[config.mk]
export PLATFORM = sky130hd
export DESIGN_NAME = retire_ctrl
export DESIGN_NICKNAME = d
export VERILOG_FILES = /design/src/rtl/retire_ctrl_pkg.sv /design/src/rtl/retire_ctrl_scan.sv /design/src/rtl/retire_ctrl.sv
export SDC_FILE = /design/constraint.sdc
export NUM_CORES = 1
export LEC_CHECK = 0
export ABC_AREA = 0
export BUFFER_PORTS_ARGS = -buffer_cell sky130_fd_sc_hd__buf_2
export CAP_MARGIN = 20
export CORE_ASPECT_RATIO = 0.8
export CORE_MARGIN = 8
export CORE_UTILIZATION = 30
export DETAILED_ROUTE_END_ITERATION = 7
export PLACE_DENSITY = 0.73
export SKIP_LAST_GASP = 1
export SLEW_MARGIN = 20
export SYNTH_ARGS = -nofsm -noshare
export SYNTH_HDL_FRONTEND = slang
export SYNTH_SLANG_ARGS = --single-unit
[constraint.sdc]
create_clock -name clock -period 2.2 [get_ports clock]
set_input_delay 0.22 -clock clock [delete_from_list [all_inputs] [get_ports clock]]
set_output_delay 0.22 -clock clock [all_outputs]
set_load 0.05 [all_outputs]
[src/rtl/retire_ctrl_pkg.sv]
// Shared definitions for the retire stage: widths, ROB head packet and
// retire FSM state encoding. Width macros may be overridden on the
// command line; defaults give a 3-wide machine with a 32-entry ROB.
`ifndef N
`define N 3
`endif
`ifndef ROB_SZ
`define ROB_SZ 32
`endif
`ifndef ROB_SZ_BITS
`define ROB_SZ_BITS $clog2(`ROB_SZ)
`endif
`ifndef PHYS_REG_BITS
`define PHYS_REG_BITS 6
`endif
`ifndef NUM_SCALAR_BITS
`define NUM_SCALAR_BITS $clog2(`N + 1)
`endif

package retire_ctrl_pkg;

    localparam int N               = `N;
    localparam int ROB_SZ          = `ROB_SZ;
    localparam int ROB_SZ_BITS     = `ROB_SZ_BITS;
    localparam int PHYS_REG_BITS   = `PHYS_REG_BITS;
    localparam int NUM_SCALAR_BITS = `NUM_SCALAR_BITS;
    localparam int SLOT_BITS       = (N > 1) ? $clog2(N) : 1;

    typedef enum logic [1:0] {
        RUN     = 2'd0,
        RECOVER = 2'd1,
        HALTED  = 2'd2
    } RETIRE_STATE;

    typedef struct packed {
        logic                     complete;
        logic                     is_store;
        logic                     is_branch;
        logic                     mispredict;
        logic                     halt;
        logic                     has_dest;
        logic [PHYS_REG_BITS-1:0] told_reg;
    } ROB_PACKET;

endpackage

[src/rtl/retire_ctrl_scan.sv]
// In-order scan of the ROB head window. Purely combinational: reports how
// many slots may retire this cycle, the last retired slot, whether that
// slot ends the scan with a mispredict or a halt, and whether a store
// was among the retired slots (at most one store per cycle).
module retire_scan
    import retire_ctrl_pkg::*;
(
    input  ROB_PACKET [N-1:0]           rob_outputs,
    input  logic [NUM_SCALAR_BITS-1:0]  rob_outputs_valid,
    input  logic                        sq_retire_ready,
    output logic [NUM_SCALAR_BITS-1:0]  count,
    output logic [SLOT_BITS-1:0]        stop_slot,
    output logic                        mispredict,
    output logic                        halt,
    output logic                        store
);

    logic stop_s;
    logic unused_branch_s;

    // Branch flag is carried in the packet but only mispredict matters here.
    always_comb begin
        unused_branch_s = 1'b0;
        for (int i = 0; i < N; i++) begin
            unused_branch_s = unused_branch_s ^ rob_outputs[i].is_branch;
        end
    end

    // Walk slots oldest first; the first blocking slot ends the scan, and a
    // retiring mispredict or halt is always the last slot taken.
    always_comb begin
        count      = '0;
        stop_slot  = '0;
        mispredict = 1'b0;
        halt       = 1'b0;
        store      = 1'b0;
        stop_s     = 1'b0;
        for (int i = 0; i < N; i++) begin
            if (stop_s) begin
                stop_s = 1'b1;
            end else if ((NUM_SCALAR_BITS'(i) >= rob_outputs_valid) ||
                         !rob_outputs[i].complete ||
                         (rob_outputs[i].is_store && (!sq_retire_ready || store))) begin
                stop_s = 1'b1;
            end else begin
                count     = NUM_SCALAR_BITS'(i + 1);
                stop_slot = SLOT_BITS'(i);
                if (rob_outputs[i].is_store) begin
                    store = 1'b1;
                end else begin
                    store = store;
                end
                if (rob_outputs[i].halt) begin
                    halt   = 1'b1;
                    stop_s = 1'b1;
                end else if (rob_outputs[i].mispredict) begin
                    mispredict = 1'b1;
                    stop_s     = 1'b1;
                end else begin
                    stop_s = 1'b0;
                end
            end
        end
    end

endmodule

[src/rtl/retire_ctrl.sv]
// Retire-stage controller: retirement count, free-list release, mispredict
// flush with ROB tail restore, recovery freeze and halt.
// Optional statistics counters are built when RETIRE_STATS_EN is defined.
module retire_ctrl
    import retire_ctrl_pkg::*;
#(
    parameter int RECOVER_CYCLES = 2
) (
    input  logic                               clock,
    input  logic                               reset,
    input  ROB_PACKET [N-1:0]                  rob_outputs,
    input  logic [NUM_SCALAR_BITS-1:0]         rob_outputs_valid,
    input  logic [ROB_SZ_BITS-1:0]             rob_head,
    input  logic                               sq_retire_ready,
    output logic [NUM_SCALAR_BITS-1:0]         num_retiring,
    output logic [N-1:0]                       free_valid,
    output logic [N-1:0][PHYS_REG_BITS-1:0]    free_regs,
    output logic                               store_commit,
    output logic                               flush,
    output logic                               tail_restore_valid,
    output logic [ROB_SZ_BITS-1:0]             tail_restore,
    output logic                               halted
`ifdef RETIRE_STATS_EN
    ,
    output logic [63:0]                        retired_count,
    output logic [31:0]                        flush_count
`endif
);

    localparam int RCNT_W = (RECOVER_CYCLES < 2) ? 1 : $clog2(RECOVER_CYCLES + 1);

    RETIRE_STATE                state_q, state_d;
    logic [RCNT_W-1:0]          recover_cnt_q, recover_cnt_d;

    logic [NUM_SCALAR_BITS-1:0] scan_count_s;
    logic [SLOT_BITS-1:0]       scan_slot_s;
    logic                       scan_misp_s;
    logic                       scan_halt_s;
    logic                       scan_store_s;
    logic [ROB_SZ_BITS:0]       tail_sum_s;

    retire_scan u_scan (
        .rob_outputs       (rob_outputs),
        .rob_outputs_valid (rob_outputs_valid),
        .sq_retire_ready   (sq_retire_ready),
        .count             (scan_count_s),
        .stop_slot         (scan_slot_s),
        .mispredict        (scan_misp_s),
        .halt              (scan_halt_s),
        .store             (scan_store_s)
    );

    // New tail is one past the mispredicted slot, wrapped at ROB_SZ.
    always_comb begin
        tail_sum_s = {1'b0, rob_head} + (ROB_SZ_BITS + 1)'(scan_slot_s) + (ROB_SZ_BITS + 1)'(1);
        if (tail_sum_s >= (ROB_SZ_BITS + 1)'(ROB_SZ)) begin
            tail_sum_s = tail_sum_s - (ROB_SZ_BITS + 1)'(ROB_SZ);
        end else begin
            tail_sum_s = tail_sum_s;
        end
    end

    // FSM next state and output muxing; everything is forced quiet while
    // reset is held so the ROB and free list see no strobes.
    always_comb begin
        state_d            = state_q;
        recover_cnt_d      = recover_cnt_q;
        num_retiring       = '0;
        free_valid         = '0;
        free_regs          = '0;
        store_commit       = 1'b0;
        flush              = 1'b0;
        tail_restore_valid = 1'b0;
        tail_restore       = '0;
        halted             = 1'b0;
        if (!reset) begin
            state_d       = RUN;
            recover_cnt_d = '0;
        end else begin
            case (state_q)
                RUN: begin
                    num_retiring = scan_count_s;
                    store_commit = scan_store_s;
                    for (int i = 0; i < N; i++) begin
                        if (NUM_SCALAR_BITS'(i) < scan_count_s) begin
                            free_valid[i] = rob_outputs[i].has_dest &&
                                            (rob_outputs[i].told_reg != PHYS_REG_BITS'(0));
                            free_regs[i]  = rob_outputs[i].told_reg;
                        end else begin
                            free_valid[i] = 1'b0;
                            free_regs[i]  = '0;
                        end
                    end
                    if (scan_halt_s) begin
                        state_d = HALTED;
                    end else if (scan_misp_s) begin
                        flush              = 1'b1;
                        tail_restore_valid = 1'b1;
                        tail_restore       = tail_sum_s[ROB_SZ_BITS-1:0];
                        if (RECOVER_CYCLES == 0) begin
                            state_d = RUN;
                        end else begin
                            state_d       = RECOVER;
                            recover_cnt_d = RCNT_W'(RECOVER_CYCLES);
                        end
                    end else begin
                        state_d = RUN;
                    end
                end
                RECOVER: begin
                    if (recover_cnt_q <= RCNT_W'(1)) begin
                        state_d       = RUN;
                        recover_cnt_d = '0;
                    end else begin
                        recover_cnt_d = recover_cnt_q - RCNT_W'(1);
                    end
                end
                HALTED: begin
                    halted = 1'b1;
                end
                default: begin
                    state_d       = RUN;
                    recover_cnt_d = '0;
                end
            endcase
        end
    end

    // State and recovery counter registers.
    always_ff @(posedge clock or negedge reset) begin
        if (!reset) begin
            state_q       <= RUN;
            recover_cnt_q <= '0;
        end else begin
            state_q       <= state_d;
            recover_cnt_q <= recover_cnt_d;
        end
    end

`ifdef RETIRE_STATS_EN
    logic [63:0] retired_count_q, retired_count_d;
    logic [31:0] flush_count_q, flush_count_d;

    // Running totals of retired instructions and flushes.
    always_comb begin
        retired_count_d = retired_count_q + 64'(num_retiring);
        if (flush) begin
            flush_count_d = flush_count_q + 32'd1;
        end else begin
            flush_count_d = flush_count_q;
        end
    end

    // Statistics registers.
    always_ff @(posedge clock or negedge reset) begin
        if (!reset) begin
            retired_count_q <= 64'd0;
            flush_count_q   <= 32'd0;
        end else begin
            retired_count_q <= retired_count_d;
            flush_count_q   <= flush_count_d;
        end
    end

    assign retired_count = retired_count_q;
    assign flush_count   = flush_count_q;
`endif

endmodule

# ---- After elaboration in Yosys (flattened, before gate mapping)
# Index checks and enable logic that the tools add are counted.
dict set report op_classes {
  n_addsub 4
  n_mux 77
  eq_ne 6
  magnitude_cmp 8
  reduce_logical 24
}
# op n
set op_table {}
lappend op_table {{1-bit 2-to-1 mux} 47}
lappend op_table {{18-bit 2-to-1 mux} 2}
lappend op_table {{2-bit 2-to-1 mux} 16}
lappend op_table {{5-bit 2-to-1 mux} 5}
lappend op_table {{6-bit 2-to-1 mux} 3}
lappend op_table {{6-bit nonzero test} 3}
lappend op_table {{2-bit case mux with 3 select lines} 2}
lappend op_table {{3-bit != test, second input constant} 3}
lappend op_table {{1-bit logical OR} 8}
lappend op_table {{5-bit by 2-bit adder with 6-bit output} 1}
lappend op_table {{6-bit by 1-bit adder with 6-bit output, second input constant} 1}
lappend op_table {{6-bit greater-or-equal comparator, second input constant} 1}
lappend op_table {{1-bit logical AND} 6}
lappend op_table {{3-bit 2-to-1 mux} 2}
lappend op_table {{5-bit by 1-bit subtractor with 5-bit output, second input constant} 1}
lappend op_table {{1-bit by 2-bit greater-or-equal comparator with 1-bit output, first input constant} 2}
lappend op_table {{1-bit logical NOT} 4}
lappend op_table {{1-bit by 2-bit less-than comparator with 1-bit output, first input constant} 2}
lappend op_table {{3-bit AND reduction} 1}
lappend op_table {{2-bit by 1-bit equality test with 1-bit output, second input constant} 1}
lappend op_table {{2-bit equality test, second input constant} 1}
lappend op_table {{2-bit greater-or-equal comparator, first input constant} 1}
lappend op_table {{2-bit by 1-bit <= comparator with 1-bit output, second input constant} 1}
lappend op_table {{2-bit logical NOT} 1}
lappend op_table {{other kinds (4)} 4}
dict set report word_totals {
  wordCells 121
  in_bits 46
  ff_bits 4
}

# ---- Logic depth before layout (Yosys ltp)
dict set report depth {
  depth_word 22
  depth_mapped 10
  ltp_nobuf 10
}

# ---- Modules after synthesis
# Synthesis repeated with hierarchy kept, for this count alone.
dict set report unflattened {
  cells_unflattened 107
  hier_area_um2 808.3
}
# module cells_each area_per_inst_um2 n_inst
set modules_own_cells {}
lappend modules_own_cells {retire_ctrl 72 565.5 1}
lappend modules_own_cells {retire_scan 35 242.7 1}

# ---- Worst setup path after synthesis
# No wires, ideal clock.
dict set report synth_timing {
  path_type {input port to output port}
  start {in rob_outputs_valid[1]}
  end {out tail_restore[4]}
  stages 10
  n_path_buf 0
  t_arrival_ns 2.476
  required_time_ns 1.980
  path_slack_ns -0.496
  cell_sequence {o211ai_1 -> nand3b_1 -> a21oi_1 -> nand2b_1 -> ha_1 -> inv_1 -> fa_1 -> nand3_1 -> xor2_1 -> nor2_1}
}
dict set report synth_via {
  elab_chain_cells 22
  word_cells_on_any_way 49
}
# element line_no
set synth_lines {}
lappend synth_lines {{start: declaration} retire_ctrl.sv:12} ;# input logic [NUM_SCALAR_BITS-1:0] rob_outputs_valid,
lappend synth_lines {{1-bit by 2-bit greater-or-equal comparator with 1-bit output} retire_ctrl_scan.sv:41} ;# end else if ((NUM_SCALAR_BITS'(i) >= rob_outputs_valid) ||
lappend synth_lines {{1-bit logical OR} retire_ctrl_scan.sv:41}
lappend synth_lines {{1-bit logical OR} retire_ctrl_scan.sv:42} ;# !rob_outputs[i].complete ||
lappend synth_lines {{1-bit 2-to-1 mux} retire_ctrl_scan.sv:41}
lappend synth_lines {{1-bit logical OR} retire_ctrl_scan.sv:43} ;# (rob_outputs[i].is_store && (!sq_retire_ready || store))) begin
lappend synth_lines {{1-bit logical AND} retire_ctrl_scan.sv:43}
lappend synth_lines {{1-bit logical OR} retire_ctrl_scan.sv:42}
lappend synth_lines {{1-bit 2-to-1 mux} retire_ctrl_scan.sv:41}
lappend synth_lines {{[6 not listed]} --}
lappend synth_lines {{5-bit by 2-bit adder with 6-bit output} retire_ctrl.sv:55} ;# tail_sum_s = {1'b0, rob_head} + (ROB_SZ_BITS + 1)'(scan_slot_s) + (ROB_SZ_BITS + 1)'(1);
lappend synth_lines {{6-bit by 1-bit adder with 6-bit output} retire_ctrl.sv:55}
lappend synth_lines {{5-bit by 1-bit subtractor with 5-bit output or 6-bit greater-or-equal comparator (tied branches)} {retire_ctrl.sv:57, retire_ctrl.sv:56}}
lappend synth_lines {{5-bit 2-to-1 mux} retire_ctrl.sv:56} ;# if (tail_sum_s >= (ROB_SZ_BITS + 1)'(ROB_SZ)) begin
lappend synth_lines {{5-bit 2-to-1 mux} retire_ctrl.sv:96} ;# end else if (scan_misp_s) begin
lappend synth_lines {{5-bit 2-to-1 mux *} retire_ctrl.sv:94} ;# if (scan_halt_s) begin
lappend synth_lines {{5-bit 2-to-1 mux *} retire_ctrl.sv:80} ;# case (state_q)
lappend synth_lines {{5-bit 2-to-1 mux *} retire_ctrl.sv:76} ;# if (!reset) begin
lappend synth_lines {{end: declaration} retire_ctrl.sv:21} ;# output logic [ROB_SZ_BITS-1:0] tail_restore,
# Every way passes the cells marked *; elsewhere a longest branch is shown, timed or not.

# ---- Worst setup path in the final report
dict set report layout_timing {
  start {reg state_q[0]}
  end {out tail_restore[1]}
}
dict set report layout_via {
  elab_chain_cells 3
}
# element line_no
set layout_lines {}
lappend layout_lines {{start: declaration} retire_ctrl.sv:32} ;# RETIRE_STATE state_q, state_d;
lappend layout_lines {{start signal: assignment} retire_ctrl.sv:135} ;# state_q <= state_d;
lappend layout_lines {{2-bit logical NOT} retire_ctrl.sv:80}
lappend layout_lines {{5-bit 2-to-1 mux} retire_ctrl.sv:80}
lappend layout_lines {{5-bit 2-to-1 mux} retire_ctrl.sv:76}
# Every way passes these cells.

==> out/metrics.cfg <==
[status]
status = finished, violations left
violations = negative setup slack

[flow_run]
maxCapViolations = 0

[clock_tree]
clk_latency_ns = 0.24
htreeDepth = 1
cts-root-buf = clkbuf_4
clockBufferDepth = 2
cts_tree = built
cts_buffers = 3
clock_sinks = 4
clkTransAtPathRegs_ns = 0.04

[synthesis]
yosysWarnings = 0
netlist.top_cell.by_area = and2_1
ys_ff_latch = 4
syn_area_per_cell_sq_um = 7.52
syn_area_sq_um = 774
netlist.area_leader.share_pct = 12.9
ys_types = 38
syn-num-nets = 152
ys_seq_area_share_pct = 12.9
synth_area_leaders = and2_1 13%, dfrtp_1 13%, nor2_1 5.3%
postSynthCellCount = 103

[drt]
drc = 0
routed_wl_microns = 4010
viasPerCell = 5.11
antenna_left = 0
dr.pass1.iters = 6
wl_per_cell_microns = 16.7
vias = 1227
drt_iter0_markers = 24

[sta]
post-route-period-util_pct = 108
period_needed_ns = 2.37
setup_violations = 22
max_freq_mhz = 422
setup_ws_ns = -0.169
hold_viol_final = 0
max_slew_margin_pct = 67.4
final_max_slew_viol_count = 0
worst_pin_slew_ns = 0.488
setup_tns_ns = -1.66
clock_skew_ns = 0.00115
rsz0062_at_grt = yes
whs_ns = 0.323

[worst_setup_path]
critPathMaxStageDelay_ns = 0.44
crit_fanout = 7
worst-path-buf-inv = 1
cp.arrival_ns = 2.15
path_cells = or3b_4, a2111oi_4, nor3b_4, a21oi_4, nor2b_4, buf_8
critPathKind = register to output port
worst_setup_path_end_kind = output port
cp_top_family = simple AND/OR/NAND/NOR gates
cp-start-kind = register
crit_slowest_cell = or3b_4
cp.required_ns = 1.98

[die]
start_util_pct = 31.7
ioPinCount = 78
die_x_microns = 72.8
row_count = 16
core-area_sq_um = 2440
dieArea_sq_um = 4470
die_y_microns = 61.4

[placement]
dp.cells = 227
port_buffers = 74
dpl.hpwl_microns = 2780
place_congestion = 0.795

[cells_and_area]
stdcell_count = 240
drive_above_1_share_pct = 67.2
antenna_cells = 0
area_growth_pct = 120
mostFrequentLayoutCell = buf_2
postLayoutCoreUtil_pct = 69.9
n_fill_cell = 201
mostFrequentLayoutCells = 55 x buf_2, 25 x buf_4, 13 x and2_1, 10 x buf_6, 7 x buf_8
nNetsFinal = 255

[grt]
antenna_found_initial = 0
grt_usage_pct = 14.8
gr-total-overflow = 0
grt_first_pass_wirelength_microns = 5270
grt_pass1_vias = 1237
grt_max_degree = 10

[power]
ir_drop_mv = 0.259
power_density_nw_per_um2 = 231
p_leak_nw = 0.855

[worst_hold_path]
hold_path_class = primary input to register

==> where the power goes <==
group,internal [mW],total [mW],switching (mW)
Clock,0.0612,0.0947,0.0334
Combinational,0.101,0.221,0.121
Sequential,0.0763,0.0781,0.00175
Total,0.238,0.394,0.156
==> synthesized netlist by cell type (all sizes together) <==
cell type and n:
nor3b 2, a31oi 2, buf 2, fa 1, or3b 1, o311a 4, or4 3, nand2b 3
and3 1, o21bai 1, o21ai 3, nand2 2, nor2b 4, inv 8, nand4b 1, nand3 5
ha 2, or2b 1, a21oi 3, dfrtp 4, a21o 2, or3 1, nor3 2, o211ai 2
nor2 11, a2111oi 1, a41oi 1, xnor2 1, o2bb2ai 1, xor2 2, and2 21, nand4 2
nand3b 1, nor4 2
==> routing by layer <==
metal	GRT usage [%]	vias up	wire, microns
met5	0	-	0
met3	6.50	19	327
met2	27.6	65	2060
li1	-	573	-
met1	13.9	570	1420
met4	7.10	0	205
==> logic make-up (layout without fill, tap and decap cells) <==
logic type / after synthesis / in the layout / synth area share (%)
buffers and inverters: 10 / 110 / 6.30
DFF: 4 / 4 / 12.9
and+or+nand+nor: 63 / 64 / 49.8
AOI/OAI and AO/OA: 20 / 20 / 21.8
adders and majority gates: 3 / 3 / 5.82
xor gates and xnor gates: 3 / 3 / 3.39
==> worst register-to-register path, delay by kind of cell, from the launching register on <==
kind               cells  cell delay [ns]
and+or+nand+nor        3             0.82
AOI/OAI and AO/OA      2             0.49
DFF                    1             0.39
==> cell type report <==
cell class	instances	area, sq um	share of cell area [%]
Clock buffer	3	22.5	1.32
Multi-Input combinational cell	90	808	47.4
Inverter	8	32.5	1.91
Tap cell	36	45.0	2.64
Sequential cell	4	100	5.87
Timing Repair Buffer	99	698	40.9
==> path summary, 6_finish.rpt <==
path / end / start / cells past startpoint / slack [ns]
min reg2reg: recover_cnt_q[1] / recover_cnt_q[1] / 2 / 0.57
min: state_q[1] / rob_outputs[31] / 3 / 0.32
min in group asynchronous: state_q[1] / reset / 3 / 0.43
max reg2reg: recover_cnt_q[1] / state_q[0] / 5 / 0.44
max in group asynchronous: state_q[0] / reset / 3 / 1.65
max: tail_restore[1] / state_q[0] / 6 / -0.17
==> through the flow <==
stage / setup WS [ns] / total power [mW] / cell area, sq um
final: -0.169 / 0.394 / 1710
after floorplan: -0.0452 / 0.173 / 828
after global routing: -0.246 / 0.417 / 1710
after global placement: -0.181 / 0.251 / 1340
after CTS: -0.0669 / 0.378 / 1560
after detailed placement: -0.319 / 0.257 / 1340
==> sequential cells by signal, indices dropped and copies added, names as in the netlist <==
| signal | cells |
|---|---|
| recover_cnt_q | 2 |
| state_q | 2 |
==> timing repair <==
action / 4_1_cts / 5_1_grt
gates cloned: 0 / 1
hold buffers: 1 / 0
pin swaps: 11 / 15
endpoints found under the hold margin: 4 / 0
buffers inserted: 3 / 5
gates resized for setup: 35 / 37
endpoints found under the setup margin: 16 / 19
(Power assumes the default switching activity.)
